**config.mk**
```make
export PLATFORM = sky130hd
export DESIGN_NAME = data_mem_ctrl
export DESIGN_NICKNAME = d
export VERILOG_FILES = /design/src/rtl/data_mem_ctrl_pkg.sv /design/src/rtl/data_mem_ctrl_uart_status.sv /design/src/rtl/data_mem_ctrl.sv
export SDC_FILE = /design/constraint.sdc
export NUM_CORES = 1
export LEC_CHECK = 0
export CAP_MARGIN = 30
export CORE_MARGIN = 4
export CORE_UTILIZATION = 30
export CTS_CLUSTER_DIAMETER = 30
export DETAILED_ROUTE_END_ITERATION = 10
export PLACE_DENSITY = 0.59
export SLEW_MARGIN = 20
export SYNTH_ARGS = -nofsm -noshare
export SYNTH_HDL_FRONTEND = slang
export SYNTH_SLANG_ARGS = --single-unit
```
**constraint.sdc**
```tcl
create_clock -name clk -period 5.3 [get_ports clk]
set_input_delay 1.59 -clock clk [delete_from_list [all_inputs] [get_ports clk]]
set_output_delay 1.59 -clock clk [all_outputs]
set_load 0.005 [all_outputs]
```
**src/rtl/data_mem_ctrl_pkg.sv**
```systemverilog
// Shared definitions for the MEM-stage data-memory controller: FSM state
// encodings, default UART register addresses and status-word bit positions.
package data_mem_ctrl_pkg;

    typedef enum logic [2:0] {
        ST_IDLE     = 3'd0,
        ST_RD       = 3'd1,
        ST_WR_SETUP = 3'd2,
        ST_WR_PULSE = 3'd3,
        ST_UR       = 3'd4,
        ST_UW_SETUP = 3'd5,
        ST_UW_PULSE = 3'd6,
        ST_DONE     = 3'd7
    } mem_state_e;

    localparam logic [15:0] UART_DATA_ADDR_DEF = 16'hBF00;
    localparam logic [15:0] UART_STAT_ADDR_DEF = 16'hBF01;

    localparam int STAT_TX_READY_BIT = 0;
    localparam int STAT_RX_READY_BIT = 1;

endpackage

```
**src/rtl/data_mem_ctrl_uart_status.sv**
```systemverilog
// Combinational formatter for the UART status word returned on a read of
// the status register: TX ready needs both the holding and shift registers empty.
module data_mem_ctrl_uart_status
    import data_mem_ctrl_pkg::*;
(
    input  logic        data_ready,
    input  logic        tbre,
    input  logic        tsre,
    output logic [15:0] status_word
);

    always_comb begin
        status_word                    = 16'h0000;
        status_word[STAT_TX_READY_BIT] = tbre & tsre;
        status_word[STAT_RX_READY_BIT] = data_ready;
    end

endmodule

```
**src/rtl/data_mem_ctrl.sv**
```systemverilog
// MEM-stage data-memory controller: sequences SRAM and UART bus cycles for
// loads/stores and stalls the pipeline until each access completes.
module data_mem_ctrl
    import data_mem_ctrl_pkg::*;
#(
    parameter logic [15:0] UART_DATA_ADDR = UART_DATA_ADDR_DEF,
    parameter logic [15:0] UART_STAT_ADDR = UART_STAT_ADDR_DEF,
    parameter int          RAM_ADDR_W     = 18
) (
    input  logic                  clk,
    input  logic                  rst,
    input  logic                  mem_read,
    input  logic                  mem_write,
    input  logic [15:0]           address,
    input  logic [15:0]           write_data,
    output logic [15:0]           read_data,
    output logic                  stall,
    output logic [RAM_ADDR_W-1:0] ram1_addr,
    output logic [15:0]           ram1_data_o,
    input  logic [15:0]           ram1_data_i,
    output logic                  ram1_data_oe,
    output logic                  ram1_en_n,
    output logic                  ram1_oe_n,
    output logic                  ram1_we_n,
    output logic                  uart_rdn,
    output logic                  uart_wrn,
    input  logic                  uart_data_ready,
    input  logic                  uart_tbre,
    input  logic                  uart_tsre
);

    mem_state_e  state_reg;
    logic        request;
    logic        status_access;
    logic        uart_data_access;
    logic [15:0] status_word;

    assign request          = mem_read | mem_write;
    assign status_access    = (address == UART_STAT_ADDR);
    assign uart_data_access = (address == UART_DATA_ADDR);

    // Status accesses finish in the request cycle; reset drops stall at once.
    assign stall = request & (state_reg != ST_DONE) & ~status_access & rst;

    data_mem_ctrl_uart_status u_status (
        .data_ready  (uart_data_ready),
        .tbre        (uart_tbre),
        .tsre        (uart_tsre),
        .status_word (status_word)
    );

    // Strobes are registered and set on the edge entering the state they belong to.
    always_ff @(posedge clk or negedge rst) begin
        if (!rst) begin
            state_reg    <= ST_IDLE;
            read_data    <= 16'h0000;
            ram1_addr    <= '0;
            ram1_data_o  <= 16'h0000;
            ram1_data_oe <= 1'b0;
            ram1_en_n    <= 1'b1;
            ram1_oe_n    <= 1'b1;
            ram1_we_n    <= 1'b1;
            uart_rdn     <= 1'b1;
            uart_wrn     <= 1'b1;
        end else begin
            case (state_reg)
                ST_IDLE: begin
                    if (request && !status_access) begin
                        ram1_addr <= {{(RAM_ADDR_W-16){1'b0}}, address};
                        if (mem_write) begin
                            ram1_data_oe <= 1'b1;
                            if (uart_data_access) begin
                                ram1_data_o <= {8'h00, write_data[7:0]};
                                state_reg   <= ST_UW_SETUP;
                            end else begin
                                ram1_data_o <= write_data;
                                ram1_en_n   <= 1'b0;
                                state_reg   <= ST_WR_SETUP;
                            end
                        end else if (uart_data_access) begin
                            uart_rdn  <= 1'b0;
                            state_reg <= ST_UR;
                        end else begin
                            ram1_en_n <= 1'b0;
                            ram1_oe_n <= 1'b0;
                            state_reg <= ST_RD;
                        end
                    end else if (mem_read && !mem_write && status_access) begin
                        read_data <= status_word;
                    end
                end
                ST_RD: begin
                    read_data <= ram1_data_i;
                    ram1_en_n <= 1'b1;
                    ram1_oe_n <= 1'b1;
                    state_reg <= ST_DONE;
                end
                ST_WR_SETUP: begin
                    ram1_we_n <= 1'b0;
                    state_reg <= ST_WR_PULSE;
                end
                ST_WR_PULSE: begin
                    // Chip enable and data stay driven through DONE as hold time.
                    ram1_we_n <= 1'b1;
                    state_reg <= ST_DONE;
                end
                ST_UR: begin
                    read_data <= {8'h00, ram1_data_i[7:0]};
                    uart_rdn  <= 1'b1;
                    state_reg <= ST_DONE;
                end
                ST_UW_SETUP: begin
                    uart_wrn  <= 1'b0;
                    state_reg <= ST_UW_PULSE;
                end
                ST_UW_PULSE: begin
                    uart_wrn  <= 1'b1;
                    state_reg <= ST_DONE;
                end
                ST_DONE: begin
                    ram1_en_n    <= 1'b1;
                    ram1_oe_n    <= 1'b1;
                    ram1_we_n    <= 1'b1;
                    ram1_data_oe <= 1'b0;
                    uart_rdn     <= 1'b1;
                    uart_wrn     <= 1'b1;
                    state_reg    <= ST_IDLE;
                end
                default: state_reg <= ST_IDLE;
            endcase
        end
    end

endmodule

```
# Word level (Yosys, flattened, before mapping)
# Index checks and enable logic that the tools add are counted.
# classes
n_eq_ne	17
mux	24
bitwise	6
reduce_logical	24
# op_table
op	n
16-bit 2-to-1 mux	3
16-bit case mux with 3 select lines	1
16-bit equality test (second input constant)	2
3-bit case mux with 5 select lines	1
2-bit inequality test (second input constant)	7
3-bit equality test (second input constant)	4
3-bit 2-to-1 mux	4
1-bit case mux with 2 select lines	6
3-bit AND reduction	4
2-bit nonzero test	5
1-bit 2-to-1 mux	9
4-bit AND reduction	2
2-bit OR reduction	4
3-bit by 2-bit equality test with 1-bit output (second input constant)	2
1-bit bitwise AND	4
4-bit OR reduction	1
3-bit by 1-bit equality test with 1-bit output (second input constant)	1
1-bit logical AND	3
3-bit logical NOT	1
3-bit inequality test (second input constant)	1
3-bit nonzero test	1
1-bit logical NOT	2
2-bit AND reduction	1
1-bit inverter	1
1-bit OR	1
# word_totals
register_bits	57
inputBits	55
wordCells	81

# Longest topological paths before layout
# Gate-level depths: netlist of the first run.
# depth
word_depth	6
ltp_mapped	7
ltp_nobuf	7

# By module
# From an unflattened synthesis of the first run, not the netlist that was laid out.
# unflattened
cells_unflattened	218
hier_area_um2	2687.6
# modules_own_cells
module	n_inst	cells_each	area_each_um2	seq_area_each_um2
data_mem_ctrl	1	201	2565.0	1432.6
data_mem_ctrl_uart_status	1	17	122.6	0.0

# Worst setup path after synthesis of the first run
# OpenSTA, ideal clock, no wires.
# synth_path
path_type	input-to-output
start	input port address[1]
end	output port stall
arrival_ns	2.390
required_time_ns	3.710
setup_slack_ns	1.320
stages	4
path_buffers	1
path_cell_list	nor4_4 -> nand4_2 -> buf_6 -> and4_2
# synth_between
elab_chain_len	4
# synth_lines
item	line_no	text
start, declared	data_mem_ctrl.sv:14	input logic [15:0] address,
16-bit equality test	data_mem_ctrl.sv:39	assign status_access = (address == UART_STAT_ADDR);
1-bit inverter	data_mem_ctrl.sv:43	assign stall = request & (state_reg != ST_DONE) & ~status_access & rst;
1-bit bitwise AND (2 in series)	data_mem_ctrl.sv:43	
end, declared	data_mem_ctrl.sv:17	output logic stall,
# No other way between the ends.

# Worst setup path in the final report of the first run
# Same ends and word-level chain as after synthesis.

==> results of run 1 <==
==> placed cells by master (no fill, tap or decap), types with 2 or more instances in the layout <==
cell type	Yosys	routed
clkdlybuf4s50_1	0	108
dfrtp_1	52	52
mux2_2	24	24
a22o_1	18	18
nand2_1	15	15
clkbuf_8	0	10
nor2_1	7	7
o21ai_0	6	6
a21oi_1	5	5
dfstp_2	5	5
inv_1	4	4
and4b_1	4	4
a31oi_1	4	4
clkinv_2	0	4
ha_1	3	3
nand4_1	2	2
or2_2	2	2
nand3_1	2	2
nor3_1	2	2
xnor2_1	2	2
o31ai_1	2	2
or4_1	2	2
a21boi_0	2	2
nand2b_1	2	2
conb_1	1	2
buf_4	2	2
==> worst reg2reg max path: cells and delay by family (launching register included) <==
| family | cells | cell delay, ns |
|---|---|---|
| DFF | 1 | 0.57 |
| muxes | 1 | 0.40 |
| and+or+nand+nor | 2 | 0.98 |
==> final timing paths <==
kind / from / to / slack [ns] / depth (start not counted)
max reg2reg: state_reg[1] / ram1_addr[1] / 3.25 / 3
min: read_data[10] / read_data[10] / 0.50 / 1
max in group asynchronous: rst / ram1_addr[7] / 3.38 / 2
min reg2reg: read_data[10] / read_data[10] / 0.50 / 1
max: address[1] / stall / 0.41 / 5
min in group asynchronous: rst / ram1_data_o[10] / 1.45 / 2
==> metrics by stage <==
step	cells	instance area (µm²)	setup slack [ns]	power, µW	hold slack [ns]
after floorplan	195	2485	1.320	1086	0.4897
after global placement	396	3635	0.4027	1565	0.4844
after detailed placement	396	3635	0.3781	1573	0.4814
after CTS	411	3796	0.3815	1930	0.5046
after global routing	411	3796	0.3140	2030	0.5115
final	411	3796	0.4113	1893	0.5001
==> final cells by class <==
cell class              count  share of cell area [%]
clock inverters             4                  0.5274
repair buffers            111                   29.00
multi-input cells         122                   25.25
well taps                 102                   3.362
inverters                   4                  0.3955
clock buffers              11                   3.724
flip-flops and latches     57                   37.74
==> per-layer routing <==
metal | global-route usage [%] | share of wire [%]
met1 | 16.89 | 44
met5 | 0 | 0
met3 | 7.785 | 10
met2 | 19.73 | 45
met4 | 3.782 | 1.1
==> power by group <==
part	internal (µW)	switching, µW	total, µW
Combinational	528	254	782
Clock	176	163	339
Sequential	641	131	772
Total	1350	548	1890
==> kinds of logic after synthesis <==
kind of cell | after synthesis | share of synthesized area (%)
AND/OR/NAND/NOR | 50 | 12.91
buffers and inverters | 16 | 3.781
flip-flops | 57 | 57.74
AO/OA/AOI/OAI | 41 | 12.30
XOR/XNOR | 2 | 0.7061
multiplexers | 24 | 10.89
adder cells (fa/ha/maj) | 3 | 1.513
other | 1 | 0.1511
==> flow_summary.json, run 1 <==
{
  "period_share_pct": 92.24,
  "viasPerCell": 4.696,
  "final.min_clock_period_ns": 4.889,
  "synth_area_leader_cell": "dfrtp_1",
  "critPathLaunchType": "primary input",
  "antenna_cells": 0,
  "drc": 0,
  "post_cts_buffers": 0,
  "slew_violations": 0,
  "outcome": "finished clean",
  "crit_buf_inv": 2,
  "cts_tree": "yes",
  "grt-ovfl-total": 0,
  "finalSetupViolations": 0,
  "cts_buffer_depth": 2,
  "cts.sink_count": 57,
  "min_path_type": "flip-flop to flip-flop",
  "critPathMaxStageDelay_ns": 0.47,
  "cts_hold_buf": 0,
  "max_freq_mhz": 204.6,
  "critPathKind": "primary input to output pin",
  "end_kind": "output pin",
  "critical-path-top-delay-family": "buffers and inverters",
  "finalHoldViolCount": 0,
  "crit_chain": "clkdlybuf4s50_1 > nor4_4 > nand4_2 > and4_2 > clkdlybuf4s50_1",
  "async_flop_share_pct": 100.0,
  "synthTopCellsByArea": "dfrtp_1 (52%), mux2_2 (11%), a22o_1 (6.4%)",
  "final_nets": 363,
  "grt_usage_pct": 13.46,
  "cts_htree_levels": 3,
  "grt_max_degree": 58,
  "dieArea_um2": 9789,
  "syn_avg_cell_area_um2": 12.79,
  "firstDrtPassIters": 4,
  "required_ns": 3.71,
  "tightest_slew_ns": 0.7213,
  "finalClockSkew_ns": 0.006116,
  "grt_pass1_wl_um": 10380,
  "vias": 1930,
  "yosys-top-cells-count": "dfrtp_1 (52), mux2_2 (24), a22o_1 (18)",
  "ff_latch_area_um2": 1433,
  "cts_inserted_buffers": 9,
  "port-buffer-count": 109,
  "ir_drop_mv": 0.1962,
  "netlist_instances": 194,
  "synth_most_common_cell": "dfrtp_1",
  "antenna_left": 0,
  "synth-seq-cells": 57,
  "arrival_ns": 3.30,
  "multi_input_area_um2": 958.4,
  "max_cap_violations": 0,
  "crit_path_max_fanout": 3,
  "die_y_um": 98.94,
  "synthFlopType": "dfrtp_1",
  "slew_headroom_pct": 51.91,
  "place_hpwl_um": 4488,
  "cellPowerDensity_nw_per_um2": 498.6,
  "die_width_um": 98.94,
  "post_cts_resized": 0,
  "cts-root-buf": "clkbuf_8",
  "drive_above_1_share_pct": 18.77,
  "clkSlewWorstSetupHoldPaths_ns": 0.06,
  "rows": 32,
  "drt-initial-drc-count": 47,
  "initial_core_util_pct": 31.46,
  "clk_latency_ns": 0.33,
  "wirelength_um": 6253,
  "cp_common_cell": "clkdlybuf4s50_1",
  "yosys.area.top_type_share_pct": 52.45,
  "synth-seq-area-share_pct": 57.74,
  "grt_pass1_vias": 2008,
  "finish.utilization_pct": 48.13,
  "crit_slowest_cell": "clkdlybuf4s50_1",
  "core_um2": 7888,
  "p_leak_uw": 0.001597,
  "netlist_area_um2": 2481,
  "reg_top3": "ram1_addr: 16 flops, ram1_data_o: 16 flops, read_data: 16 flops",
  "io_pins": 112,
  "yosysUniqueCellTypes": 43,
  "wl_per_cell_um": 15.21,
  "yosysWarningCount": 0,
  "finalSetupTns_ns": 0,
  "rsz0062_at_grt": "no",
  "nFillCells": 747,
  "synth-edff-count": 0,
  "antenna_found_initial": 0,
  "routabilityCongestion": 0.7389,
  "area_delta_synth_final_pct": 53.00
}
No activity file was read; power rests on OpenSTA's default activity.
==> run 2, diff against run 1 <==
--- a/config.mk
+++ b/config.mk
@@ -6,11 +6,14 @@
 export NUM_CORES = 1
 export LEC_CHECK = 0
 export CAP_MARGIN = 30
+export CELL_PAD_IN_SITES_DETAIL_PLACEMENT = 1
+export CELL_PAD_IN_SITES_GLOBAL_PLACEMENT = 2
 export CORE_MARGIN = 4
 export CORE_UTILIZATION = 30
-export CTS_CLUSTER_DIAMETER = 30
+export CTS_CLUSTER_DIAMETER = 50
 export DETAILED_ROUTE_END_ITERATION = 10
-export PLACE_DENSITY = 0.59
+export DONT_BUFFER_PORTS = 1
+export PLACE_DENSITY = 0.61
 export SLEW_MARGIN = 20
 export SYNTH_ARGS = -nofsm -noshare
 export SYNTH_HDL_FRONTEND = slang
==> run 2 against run 1 <==
  * Flip-flop and latch count did not move
  * Utilization is 13 points lower
  * First-iteration DRC count is 60% lower
  * Global-route usage about the same
  * Critical path depth decreased by 2
  * Fmax is 16% higher
==> flow_summary.json, run 2 (synthesis results as in run 1) <==
{
  "io_pins": 112,
  "max_freq_mhz": 238.1,
  "grt-ovfl-total": 0,
  "cts_inserted_buffers": 9,
  "finalClockSkew_ns": 0.004435,
  "cts_htree_levels": 3,
  "endpoint": "stall",
  "critPathLaunchType": "primary input",
  "vias": 1579,
  "dieArea_um2": 9789,
  "final_cell_mix": "dfrtp_1 (52), mux2_2 (24), a22o_1 (18)",
  "rows": 32,
  "cts.sink_count": 57,
  "rsz0062_at_grt": "no",
  "post_cts_buffers": 0,
  "core_um2": 7888,
  "final_common_cell": "dfrtp_1",
  "arrival_ns": 2.61,
  "finalHoldViolCount": 0,
  "rrSetupSlack_ns": 3.24,
  "drive_above_1_share_pct": 28.64,
  "antenna_cells": 0,
  "antenna_left": 0,
  "cts_tree": "yes",
  "period_share_pct": 79.26,
  "routabilityCongestion": 0.7421,
  "antenna_found_initial": 0,
  "die_width_um": 98.94,
  "drc": 0,
  "cellPowerDensity_nw_per_um2": 596.6,
  "end_kind": "output pin",
  "clk_latency_ns": 0.33,
  "max_cap_violations": 0,
  "final.min_clock_period_ns": 4.201,
  "wl_per_cell_um": 21.02,
  "rr_startpoint": "state_reg[1]",
  "startpoint": "address[1]",
  "die_y_um": 98.94,
  "drt-initial-drc-count": 19,
  "critPathKind": "primary input to output pin",
  "timing.rr.end": "ram1_addr[11]",
  "cts-root-buf": "clkbuf_8",
  "port-buffer-count": 0,
  "slew_headroom_pct": 59.81,
  "outcome": "finished clean",
  "initial_core_util_pct": 31.46,
  "finalSetupTns_ns": 0,
  "final_nets": 252,
  "slew_violations": 0,
  "wirelength_um": 6328,
  "finalSetupViolations": 0,
  "ir_drop_mv": 0.1627,
  "place_hpwl_um": 4795,
  "required_ns": 3.71,
  "min_path_type": "flip-flop to flip-flop",
  "grt_max_degree": 59,
  "grt_pass1_wl_um": 10010,
  "cts_hold_buf": 0,
  "clkSlewWorstSetupHoldPaths_ns": 0.06,
  "crit_path_max_fanout": 11,
  "reg2reg_depth": 3,
  "grt_pass1_vias": 1756,
  "firstDrtPassIters": 4,
  "reg_top3": "ram1_addr: 16 flops, ram1_data_o: 16 flops, read_data: 16 flops",
  "power_uw": 1648,
  "p_leak_uw": 0.001194,
  "cts_buffer_depth": 2,
  "grt_usage_pct": 13.42,
  "viasPerCell": 5.246,
  "area_delta_synth_final_pct": 11.35,
  "tightest_slew_ns": 0.6017,
  "post_cts_resized": 0
}
## run 2: cell types whose count changed in the layout (fill, tap and decap cells not counted), sizes merged
cell | previous run | this run
clkdlybuf4s50 | 108 | 0
buf | 3 | 0
bufinv | 0 | 2
clkinv | 4 | 2
clkinvlp | 0 | 1
## run 2: report_power, final
| part | leakage, µW | switching (µW) | total (µW) | internal [µW] |
|---|---|---|---|---|
| clock network | 0.000115 | 174 | 462 | 288 |
| logic | 0.000385 | 148 | 342 | 194 |
| registers | 0.000694 | 201 | 844 | 643 |
## run 2: how the worst min path moves through the flow
stage / start / end / slack (ns) / cells after the start
floorplan: read_data[10] / read_data[10] / 0.49 / 1
global placement: read_data[15] / read_data[15] / 0.52 / 1
detailed placement: read_data[15] / read_data[15] / 0.52 / 1
CTS: ram1_en_n / ram1_en_n / 0.53 / 2
global route: ram1_en_n / ram1_en_n / 0.54 / 2
finish: ram1_en_n / ram1_en_n / 0.53 / 2
## run 2: final cells by class
type                            instances  area (µm²)
Fill cell                             828        5125
Multi-Input combinational cell        122       958.4
Inverter                                4       15.01
Clock inverter                          5       77.57
Clock buffer                           11       151.4
Tap cell                              102       127.6
Sequential cell                        57        1433
## run 2: worst max-delay path: stages
cell	delay [ns]
nor4_4	0.33
nand4_2	0.32
and4_2	0.36
## run 2: metal layers
metal	track usage (%)	share of wire, %
met1	14.50	37
met2	21.54	50
met3	6.582	9.0
met4	7.248	3.2
met5	0	0
## run 2: metrics by stage
| stage | worst slack, ns | instances | instance area [µm²] | util [%] | hold slack (ns) |
|---|---|---|---|---|---|
| 2_1_floorplan | 1.320 | 195 | 2485 | - | 0.4897 |
| 3_3_place_gp | 1.082 | 285 | 2534 | 32.12 | 0.5182 |
| 3_5_place_dp | 1.047 | 285 | 2534 | 32.12 | 0.5190 |
| 4_1_cts | 1.047 | 301 | 2763 | 35.03 | 0.5329 |
| 5_1_grt | 0.9851 | 301 | 2763 | 35.03 | 0.5445 |
| 6_report | 1.099 | 301 | 2763 | 35.03 | 0.5282 |
